===== config.mk =====
export PLATFORM = sky130hd
export DESIGN_NAME = pipe_stage_reg
export DESIGN_NICKNAME = d
export VERILOG_FILES = /design/src/rtl/pipe_stage_reg_pkg.sv /design/src/rtl/pipe_stage_reg_sat_counter.sv /design/src/rtl/pipe_stage_reg.sv
export SDC_FILE = /design/constraint.sdc
export NUM_CORES = 1
export LEC_CHECK = 0
export ABC_AREA = 1
export BUFFER_PORTS_ARGS = -buffer_cell sky130_fd_sc_hd__buf_4
export CAP_MARGIN = 30
export CORE_MARGIN = 2
export CORE_UTILIZATION = 50
export DETAILED_ROUTE_END_ITERATION = 8
export GPL_ROUTABILITY_DRIVEN = 0
export GPL_TIMING_DRIVEN = 0
export PLACE_DENSITY = 0.86
export SETUP_SLACK_MARGIN = 0.1
export SLEW_MARGIN = 25
export SYNTH_ARGS = -nofsm -noshare
export SYNTH_HDL_FRONTEND = slang
export SYNTH_SLANG_ARGS = --single-unit

===== constraint.sdc =====
create_clock -name clk -period 2.5 [get_ports clk]
set_clock_uncertainty 0.1 [all_clocks]
set_input_delay 0.125 -clock clk [delete_from_list [all_inputs] [get_ports clk]]
set_output_delay 0.125 -clock clk [all_outputs]
set_load 0.1 [all_outputs]

===== src/rtl/pipe_stage_reg_pkg.sv =====
// Shared constants and types for the inter-stage pipeline register.
package pipe_stage_reg_pkg;

  localparam logic RstActive = 1'b0;

  localparam logic [4:0]  NopRegAddr   = 5'd0;
  localparam logic [31:0] ZeroWord     = 32'd0;
  localparam logic [63:0] ZeroDword    = 64'd0;
  localparam logic        WriteEnable  = 1'b1;
  localparam logic        WriteDisable = 1'b0;

  // Stall vector bit positions, one per pipeline stage.
  localparam int unsigned StallWDefault = 6;
  localparam int unsigned StagePc  = 0;
  localparam int unsigned StageIf  = 1;
  localparam int unsigned StageId  = 2;
  localparam int unsigned StageEx  = 3;
  localparam int unsigned StageMem = 4;
  localparam int unsigned StageWb  = 5;

  typedef enum logic [1:0] {
    OpAdvance,
    OpFlush,
    OpBubble,
    OpHold
  } stage_op_e;

  function automatic stage_op_e decode_op(logic flush, logic s_here, logic s_next);
    if (flush) return OpFlush;
    if (s_here && s_next) return OpHold;
    if (s_here) return OpBubble;
    return OpAdvance;
  endfunction

endpackage


===== src/rtl/pipe_stage_reg_sat_counter.sv =====
// Saturating up-counter with synchronous clear; clear beats increment.
module sat_counter
  import pipe_stage_reg_pkg::*;
#(
  parameter int unsigned W = 8
) (
  input  logic         clk,
  input  logic         rst,
  input  logic         inc,
  input  logic         clr,
  output logic [W-1:0] q
);

  logic [W-1:0] q_d, q_q;

  always_comb begin
    q_d = q_q;
    if (clr) begin
      q_d = '0;
    end else if (inc && (q_q != '1)) begin
      q_d = q_q + W'(1);
    end
  end

  always_ff @(posedge clk) begin
    if (rst == RstActive) begin
      q_q <= '0;
    end else begin
      q_q <= q_d;
    end
  end

  assign q = q_q;

endmodule


===== src/rtl/pipe_stage_reg.sv =====
// Inter-stage pipeline register carrying the GPR and HI/LO write-back bundles,
// with flush, bubble/hold handling and saturating statistics.
module pipe_stage_reg
  import pipe_stage_reg_pkg::*;
#(
  parameter int unsigned REG_ADDR_W = 5,
  parameter int unsigned DATA_W     = 64,
  parameter int unsigned HILO_W     = 32,
  parameter int unsigned STALL_W    = 6,
  parameter int unsigned STAGE      = 3,
  parameter int unsigned CNT_W      = 16,
  parameter int unsigned HOLD_LIMIT = 1024
) (
  input  logic                  clk,
  input  logic                  rst,
  input  logic [STALL_W-1:0]    stall,
  input  logic                  flush,
  input  logic                  clr_stats,
  input  logic                  in_valid,
  input  logic [REG_ADDR_W-1:0] in_wd,
  input  logic                  in_wreg,
  input  logic [DATA_W-1:0]     in_wdata,
  input  logic [HILO_W-1:0]     in_hi,
  input  logic [HILO_W-1:0]     in_lo,
  input  logic                  in_whilo,
  output logic                  out_valid,
  output logic [REG_ADDR_W-1:0] out_wd,
  output logic                  out_wreg,
  output logic [DATA_W-1:0]     out_wdata,
  output logic [HILO_W-1:0]     out_hi,
  output logic [HILO_W-1:0]     out_lo,
  output logic                  out_whilo,
  output logic [CNT_W-1:0]      bubble_cnt,
  output logic [CNT_W-1:0]      flush_cnt,
  output logic                  hold_timeout,
  output logic                  protocol_err
);

  localparam int unsigned HoldW = $clog2(HOLD_LIMIT + 1);
  localparam logic [HoldW-1:0] HoldLimit = HoldW'(HOLD_LIMIT);

  logic      s_here, s_next;
  stage_op_e op;
  logic      unused_stall;

  assign s_here       = stall[STAGE];
  assign s_next       = stall[STAGE+1];
  assign unused_stall = ^stall;
  assign op           = decode_op(flush, s_here, s_next);

  always_ff @(posedge clk) begin
    if (rst == RstActive) begin
      out_valid <= 1'b0;
      out_wd    <= '0;
      out_wreg  <= WriteDisable;
      out_wdata <= '0;
      out_hi    <= '0;
      out_lo    <= '0;
      out_whilo <= WriteDisable;
    end else begin
      unique case (op)
        OpFlush, OpBubble: begin
          out_valid <= 1'b0;
          out_wd    <= '0;
          out_wreg  <= WriteDisable;
          out_wdata <= '0;
          out_hi    <= '0;
          out_lo    <= '0;
          out_whilo <= WriteDisable;
        end
        OpHold: begin
        end
        default: begin
          // An invalid entry may carry stale data but must never write.
          out_valid <= in_valid;
          out_wd    <= in_wd;
          out_wreg  <= in_wreg & in_valid;
          out_wdata <= in_wdata;
          out_hi    <= in_hi;
          out_lo    <= in_lo;
          out_whilo <= in_whilo & in_valid;
        end
      endcase
    end
  end

  sat_counter #(
    .W(CNT_W)
  ) u_bubble_cnt (
    .clk(clk),
    .rst(rst),
    .inc(op == OpBubble),
    .clr(clr_stats),
    .q  (bubble_cnt)
  );

  sat_counter #(
    .W(CNT_W)
  ) u_flush_cnt (
    .clk(clk),
    .rst(rst),
    .inc(op == OpFlush),
    .clr(clr_stats),
    .q  (flush_cnt)
  );

  logic             is_hold;
  logic [HoldW-1:0] hold_run;
  logic             hold_inc, hold_clr;

  assign is_hold  = (op == OpHold);
  assign hold_inc = is_hold && (hold_run != HoldLimit);
  assign hold_clr = clr_stats || !is_hold;

  sat_counter #(
    .W(HoldW)
  ) u_hold_run (
    .clk(clk),
    .rst(rst),
    .inc(hold_inc),
    .clr(hold_clr),
    .q  (hold_run)
  );

  logic hold_timeout_d, hold_timeout_q;
  logic protocol_err_d, protocol_err_q;

  always_comb begin
    hold_timeout_d = hold_timeout_q;
    protocol_err_d = protocol_err_q;
    if (clr_stats) begin
      hold_timeout_d = 1'b0;
      protocol_err_d = 1'b0;
    end else begin
      // Flag on the same edge the run counter reaches the limit.
      if (is_hold && (hold_run >= HoldLimit - HoldW'(1))) hold_timeout_d = 1'b1;
      if (!s_here && s_next) protocol_err_d = 1'b1;
    end
  end

  always_ff @(posedge clk) begin
    if (rst == RstActive) begin
      hold_timeout_q <= 1'b0;
      protocol_err_q <= 1'b0;
    end else begin
      hold_timeout_q <= hold_timeout_d;
      protocol_err_q <= protocol_err_d;
    end
  end

  assign hold_timeout = hold_timeout_q;
  assign protocol_err = protocol_err_q;

endmodule

# == After elaboration in Yosys (flattened, before gate mapping) ==
# Index checks and enable logic that the tools add are counted.
# word_totals
input_bits,146
ff_bits,181
# classes
n_lt_le_gt_ge,1
bitwise,3
n_reduce_logical,13
n_eq_ne,7
mux,19
addsub,3
# op_table
cell,count
one-hot mux 32 bit (2 select lines),2
one-hot mux 64 bit (2 select lines),1
"adder 16 x 1 -> 16 bit, second input constant",2
"inequality test 16 bit, second input constant",2
"inequality test 11 bit, second input constant",2
two-way mux 2 bit,6
"adder 11 x 1 -> 11 bit, second input constant",1
">= comparator 11 x 10 -> 1 bit, second input constant",1
one-hot mux 5 bit (2 select lines),1
logical AND 1 bit,7
two-way mux 1 bit,6
one-hot mux 1 bit (2 select lines),3
OR reduction 2 bit,3
"equality test 2 bit, second input constant",2
AND 1 bit,2
"equality test 2 x 1 -> 1 bit, second input constant",1
zero test 1 bit,2
logical OR 1 bit,1
NOT 1 bit,1

# == Logic depth before layout (Yosys ltp) ==
# depth
depth_word,12
mapped_depth,10

# == Cells and area by module ==
# From an unflattened synthesis, not the netlist that was laid out.
# unflattened
hier_cells,924
area_unflattened_um2,7174.4
# by_module_without_submodules
mod,area_per_inst_um2,instances,cells_each
pipe_stage_reg,4737.0,1,526
sat_counter at u_bubble_cnt ...,910.9,2,153
sat_counter at u_hold_run,615.6,1,92

# == Worst setup path after synthesis ==
# OpenSTA, ideal clock, no wires.
# synth_path
path_type,reg-to-reg
startpoint,register u_flush_cnt.q_q[0] (netlist: u_flush_cnt.q[0])
endpoint,register u_flush_cnt.q_q[13] (netlist: u_flush_cnt.q[13])
setup_slack_ns,0.111
setup_ns,0.119
required_time_ns,2.281
arrival_ns,2.170
stages_incl_launch_ff,10
path_cell_list,dfxtp_1 ha_1 nand3_2 inv_1 nand3_2 nand2_1 nand2_2 buf_6 a21oi_1 nor2_1
# synth_between
elab_chain_len,2
elab_cells_between_ends,3
cone_classes,1 x add/sub; 1 x eq/ne; 1 x reduce/logical
# synth_rtl
element,line_no,rtl
from (decl),pipe_stage_reg_sat_counter.sv:14,"logic [W-1:0] q_d, q_q;"
from (signal assigned),pipe_stage_reg_sat_counter.sv:29,q_q <= q_d;
branches (longest 2 deep; another with adder 16 x 1 -> 16 bit),n/a,
# Several ways; the timed one is not identified.
# A chain may end at the register's enable or synchronous reset.

# == Worst setup path in the final report ==
# layout_path
startpoint,input port stall[4]
endpoint,register out_lo[2]
# layout_between
elab_chain_len,9
elab_cells_between_ends,13
cone_classes,3 x eq/ne; 8 x mux; 2 x reduce/logical
# layout_rtl
element,line_no,rtl
from (decl),pipe_stage_reg.sv:16,"input logic [STALL_W-1:0] stall,"
logical AND 1 bit (*),pipe_stage_reg_pkg.sv:30,if (s_here && s_next) return OpHold;
two-way mux 2 bit,pipe_stage_reg_pkg.sv:30,
two-way mux 2 bit,pipe_stage_reg_pkg.sv:31,if (s_here) return OpBubble;
two-way mux 2 bit,pipe_stage_reg_pkg.sv:32,return OpAdvance;
two-way mux 2 bit (*),pipe_stage_reg_pkg.sv:31,
two-way mux 2 bit (*),pipe_stage_reg_pkg.sv:30,
equality test 2 bit or equality test 2 x 1 -> 1 bit (tied branches),pipe_stage_reg.sv:61,unique case (op)
OR reduction 2 bit,pipe_stage_reg.sv:61,
one-hot mux 32 bit (2 select lines),pipe_stage_reg.sv:61,
to (signal assigned),pipe_stage_reg.sv:80,out_lo <= in_lo;
to (decl),pipe_stage_reg.sv:31,"output logic [HILO_W-1:0] out_lo,"
# Mark *: on every way between the ends. The rest lies on a longest branch, timed or not. The select of a mux whose other input is x is not followed.

==> load_flow_metrics.sql <==
INSERT INTO impl_metrics (metric_group, metric, value, unit) VALUES
('floorplanning', 'die-area', '0.0153', 'mm²'),
('timing', 'whs', '0.0481', 'ns'),
('placed_design', 'place_ws', '0.674', 'ns'),
('synthesis', 'post_synth_main_area_contributors', 'sky130_fd_sc_hd__dfxtp_1, sky130_fd_sc_hd__nand2_1, sky130_fd_sc_hd__a22oi_1', ''),
('grt', 'largest_net_degree_at_the_start_of_global_routing', '17', ''),
('timing', 'report.final.hold_viol_count', '0', ''),
('finish', 'final_cells', '1558', ''),
('power_and_ir_drop', 'power', '7.77', 'mW'),
('finish', 'utilization', '84.0', '%'),
('finish', 'layout.cell_area.non_filler', '0.0117', 'mm²'),
('timing', 'max_freq', '0.488', 'GHz'),
('synthesis', 'ys_seq_elements', '181', ''),
('floorplanning', 'die_height', '124', 'µm'),
('worst_setup_path', 'worst_r2r_startpoint', 'u_flush_cnt.q[0]$_SDFFE_PP0P_', ''),
('clock_network', 'cts_setup_buffers', '0', ''),
('synthesis', 'synth_largest_area_cell', 'sky130_fd_sc_hd__dfxtp_1', ''),
('drt', 'firstDrtPassIters', '6', ''),
('grt', 'global_route.overflow_total', '0', ''),
('worst_setup_path', 'startpoint_of_the_worst_setup_timing_path', 'stall[4]', ''),
('drt', 'num_vias', '8698', ''),
('worst_setup_path', 'worst_r2r_endpoint', 'u_flush_cnt.q[15]$_SDFFE_PP0P_', ''),
('worst_setup_path', 'critical_path_class', 'in -> reg', ''),
('clock_network', 'clockRootBuffer', 'sky130_fd_sc_hd__clkbuf_16', ''),
('synthesis', 'sequential_share_of_the_synthesized_area', '50.5', '%'),
('timing', 'timing.slew.headroom', '53.4', '%'),
('worst_setup_path', 'biggest_fanout_along_the_worst_timing_path', '10', ''),
('synthesis', 'post_synth_instance_area', '0.00718', 'mm²'),
('clock_network', 'cts_tree', 'done', ''),
('grt', 'track_usage', '38.8', '%'),
('power_and_ir_drop', 'leakage', '5.25', 'nW'),
('synthesis', 'synth.lib_cells_used.distinct', '29', ''),
('timing', 'finalSetupTns', '0', 'ns'),
('synthesis', 'synth_edf_count', '0', ''),
('drt', 'detailedRoute.firstIterationViolations', '686', ''),
('worst_setup_path', 'crit_arrival', '2.29', 'ns'),
('finish', 'nets', '1517', ''),
('synthesis', 'synth-async-reset-ratio', '0', '%'),
('clock_network', 'cts-buffers-inserted', '17', ''),
('clock_network', 'cts.sink_count', '181', ''),
('timing', 'final_min_period_over_clock_period', '81.9', '%'),
('synthesis', 'synth.cells.most_frequent', 'sky130_fd_sc_hd__nand2_1, sky130_fd_sc_hd__dfxtp_1, sky130_fd_sc_hd__nor2_1, sky130_fd_sc_hd__a22oi_1, sky130_fd_sc_hd__a21oi_1', ''),
('worst_setup_path', 'r2r_cells', '9', ''),
('clock_network', 'cts-htree-levels', '4', ''),
('drt', 'avgRoutedWirePerCell', '19.6', 'µm'),
('worst_setup_path', 'rrSetupSlack', '0.61', 'ns'),
('run', 'drv.max_cap_violation_count', '0', ''),
('placed_design', 'numPortBuffers', '311', ''),
('clock_network', 'clkLatencyLatePin', '0.43', 'ns'),
('finish', 'syn2layout_area_growth', '63.0', '%'),
('grt', 'first_global_vias', '8742', ''),
('worst_setup_path', 'critical_path_rt', '2.74', 'ns'),
('synthesis', 'post_synthesis_area_per_instance', '8.01', 'µm²'),
('placed_design', 'placedInstanceArea', '0.00974', 'mm²'),
('outcome', 'outcome', 'finished clean', ''),
('clock_network', 'worst_case_clock_buffer_depth', '2', ''),
('timing', 'finalSetupViolations', '0', ''),
('placed_design', 'dp.final_hpwl', '17.6', 'mm'),
('worst_setup_path', 'critPathCaptureType', 'flip-flop', ''),
('synthesis', 'yosysTopAreaCellShare', '50.5', '%'),
('synthesis', 'yosysWarnings', '0', ''),
('synthesis', 'synthesis.instances', '896', ''),
('timing', 'rsz0062_at_grt', 'no', ''),
('timing', 'worst_slack', '0.452', 'ns'),
('placed_design', 'numPlacedInstances', '1387', ''),
('drt', 'antenna_violating_nets_post_route', '0', ''),
('worst_setup_path', 'setup.worst_path.start_class', 'primary input', ''),
('synthesis', 'yosysMostFrequentCell', 'sky130_fd_sc_hd__nand2_1', ''),
('finish', 'final_layout_size_suffix_gt1_share', '28.8', '%'),
('synthesis', 'post_synth_net_total', '1048', ''),
('hold_path', 'holdCritPathClass', 'in -> reg', ''),
('clock_network', 'cts.reportedPaths.clkPinSlew', '0.07', 'ns');
-- flip-flops by register name, indices dropped and copies added (netlist names) --
register and count:
out_wdata 64, out_valid 1, u_hold_run.q 11, out_wd 5, out_lo 32, u_bubble_cnt.q 16, out_hi 32, u_flush_cnt.q 16
hold_timeout 1, out_whilo 1, protocol_err 1, out_wreg 1
-- cells by family (layout without fill, tap and decap cells) --
logic type	Yosys count	count (layout)	share of synthesized area, %
simple gates	422	422	24.4
flops	181	181	50.5
compound gates	180	180	16.2
buf+inv	91	572	5.84
xor+xnor	16	16	1.95
fa+ha+maj	6	6	1.05
other cells	0	1	0
-- layout make-up --
cell class / count / area share [%]
antenna: 1 / 0.0214
clock inverter: 7 / 0.824
tap: 180 / 1.93
sequential: 181 / 31.0
multi-input combinational: 624 / 26.8
timing repair buffer: 450 / 31.9
buffer: 52 / 2.33
inverter: 39 / 1.25
clock buffer: 24 / 4.03
-- how the worst min path moves through the flow --
stage,endpoint,slack (ns),cells after the start
after floorplan,out_hi[24]$_SDFFE_PN0N_,0.17,2
after global placement,out_lo[20]$_SDFFE_PN0N_,0.26,3
after detailed placement,out_lo[21]$_SDFFE_PN0N_,0.27,3
after CTS,u_hold_run.q[3]$_SDFFE_PP0P_,0.03,6
after global routing,u_hold_run.q[3]$_SDFFE_PP0P_,0.08,6
final,u_hold_run.q[3]$_SDFFE_PP0P_,0.05,6
-- metal layers --
layer  GRT usage, %  vias to the layer above  routed length [µm]
met5              0                        -                   0
met4           25.7                        0                2090
met3           9.62                      145                2850
met2           66.2                      587               14700
met1           42.6                     4051               10800
li1               -                     3915                   -
-- critical path: stages --
cell and delay (ns):
sky130_fd_sc_hd__dlygate4sd3_1 0.55, sky130_fd_sc_hd__buf_4 0.16, sky130_fd_sc_hd__a21oi_1 0.23, sky130_fd_sc_hd__ha_1 0.17, sky130_fd_sc_hd__nand2_1 0.06, sky130_fd_sc_hd__inv_2 0.21, sky130_fd_sc_hd__clkbuf_1 0.43, sky130_fd_sc_hd__a22oi_1 0.16
sky130_fd_sc_hd__nor2_1 0.19
-- power breakdown --
part	switching [mW]	internal (mW)	total (mW)
clock	1.14	1.53	2.67
combinational	1.42	0.580	2.00
sequential	0.0911	3.01	3.10
total	2.65	5.12	7.77
-- what timing repair did --
action,4_1_cts,5_1_grt
gates resized for setup,0,0
hold endpoints to repair,141,0
hold buffers,139,0
endpoints found under the setup margin,0,0
-- cell usage in the layout, fill, tap and decap left out, types with 2 or more instances in the layout --
master	n
sky130_fd_sc_hd__buf_4	318
sky130_fd_sc_hd__nand2_1	197
sky130_fd_sc_hd__dfxtp_1	181
sky130_fd_sc_hd__nor2_1	157
sky130_fd_sc_hd__dlygate4sd3_1	139
sky130_fd_sc_hd__a22oi_1	97
sky130_fd_sc_hd__a21oi_1	73
sky130_fd_sc_hd__inv_1	36
sky130_fd_sc_hd__nand3_1	32
sky130_fd_sc_hd__clkbuf_1	24
sky130_fd_sc_hd__buf_2	23
sky130_fd_sc_hd__clkbuf_16	17
sky130_fd_sc_hd__nand4_1	9
sky130_fd_sc_hd__xor2_1	9
sky130_fd_sc_hd__nand2_2	8
sky130_fd_sc_hd__xnor2_1	7
sky130_fd_sc_hd__o21ai_0	6
sky130_fd_sc_hd__ha_1	6
sky130_fd_sc_hd__nor2_2	5
sky130_fd_sc_hd__nand3_2	4
sky130_fd_sc_hd__nand3b_1	4
sky130_fd_sc_hd__nor2_4	3
sky130_fd_sc_hd__inv_2	3
sky130_fd_sc_hd__buf_6	3
sky130_fd_sc_hd__bufinv_16	2
sky130_fd_sc_hd__clkbuf_8	2
sky130_fd_sc_hd__clkinv_2	2
sky130_fd_sc_hd__inv_6	2
Note: power is estimated with default switching activity, not from simulation.
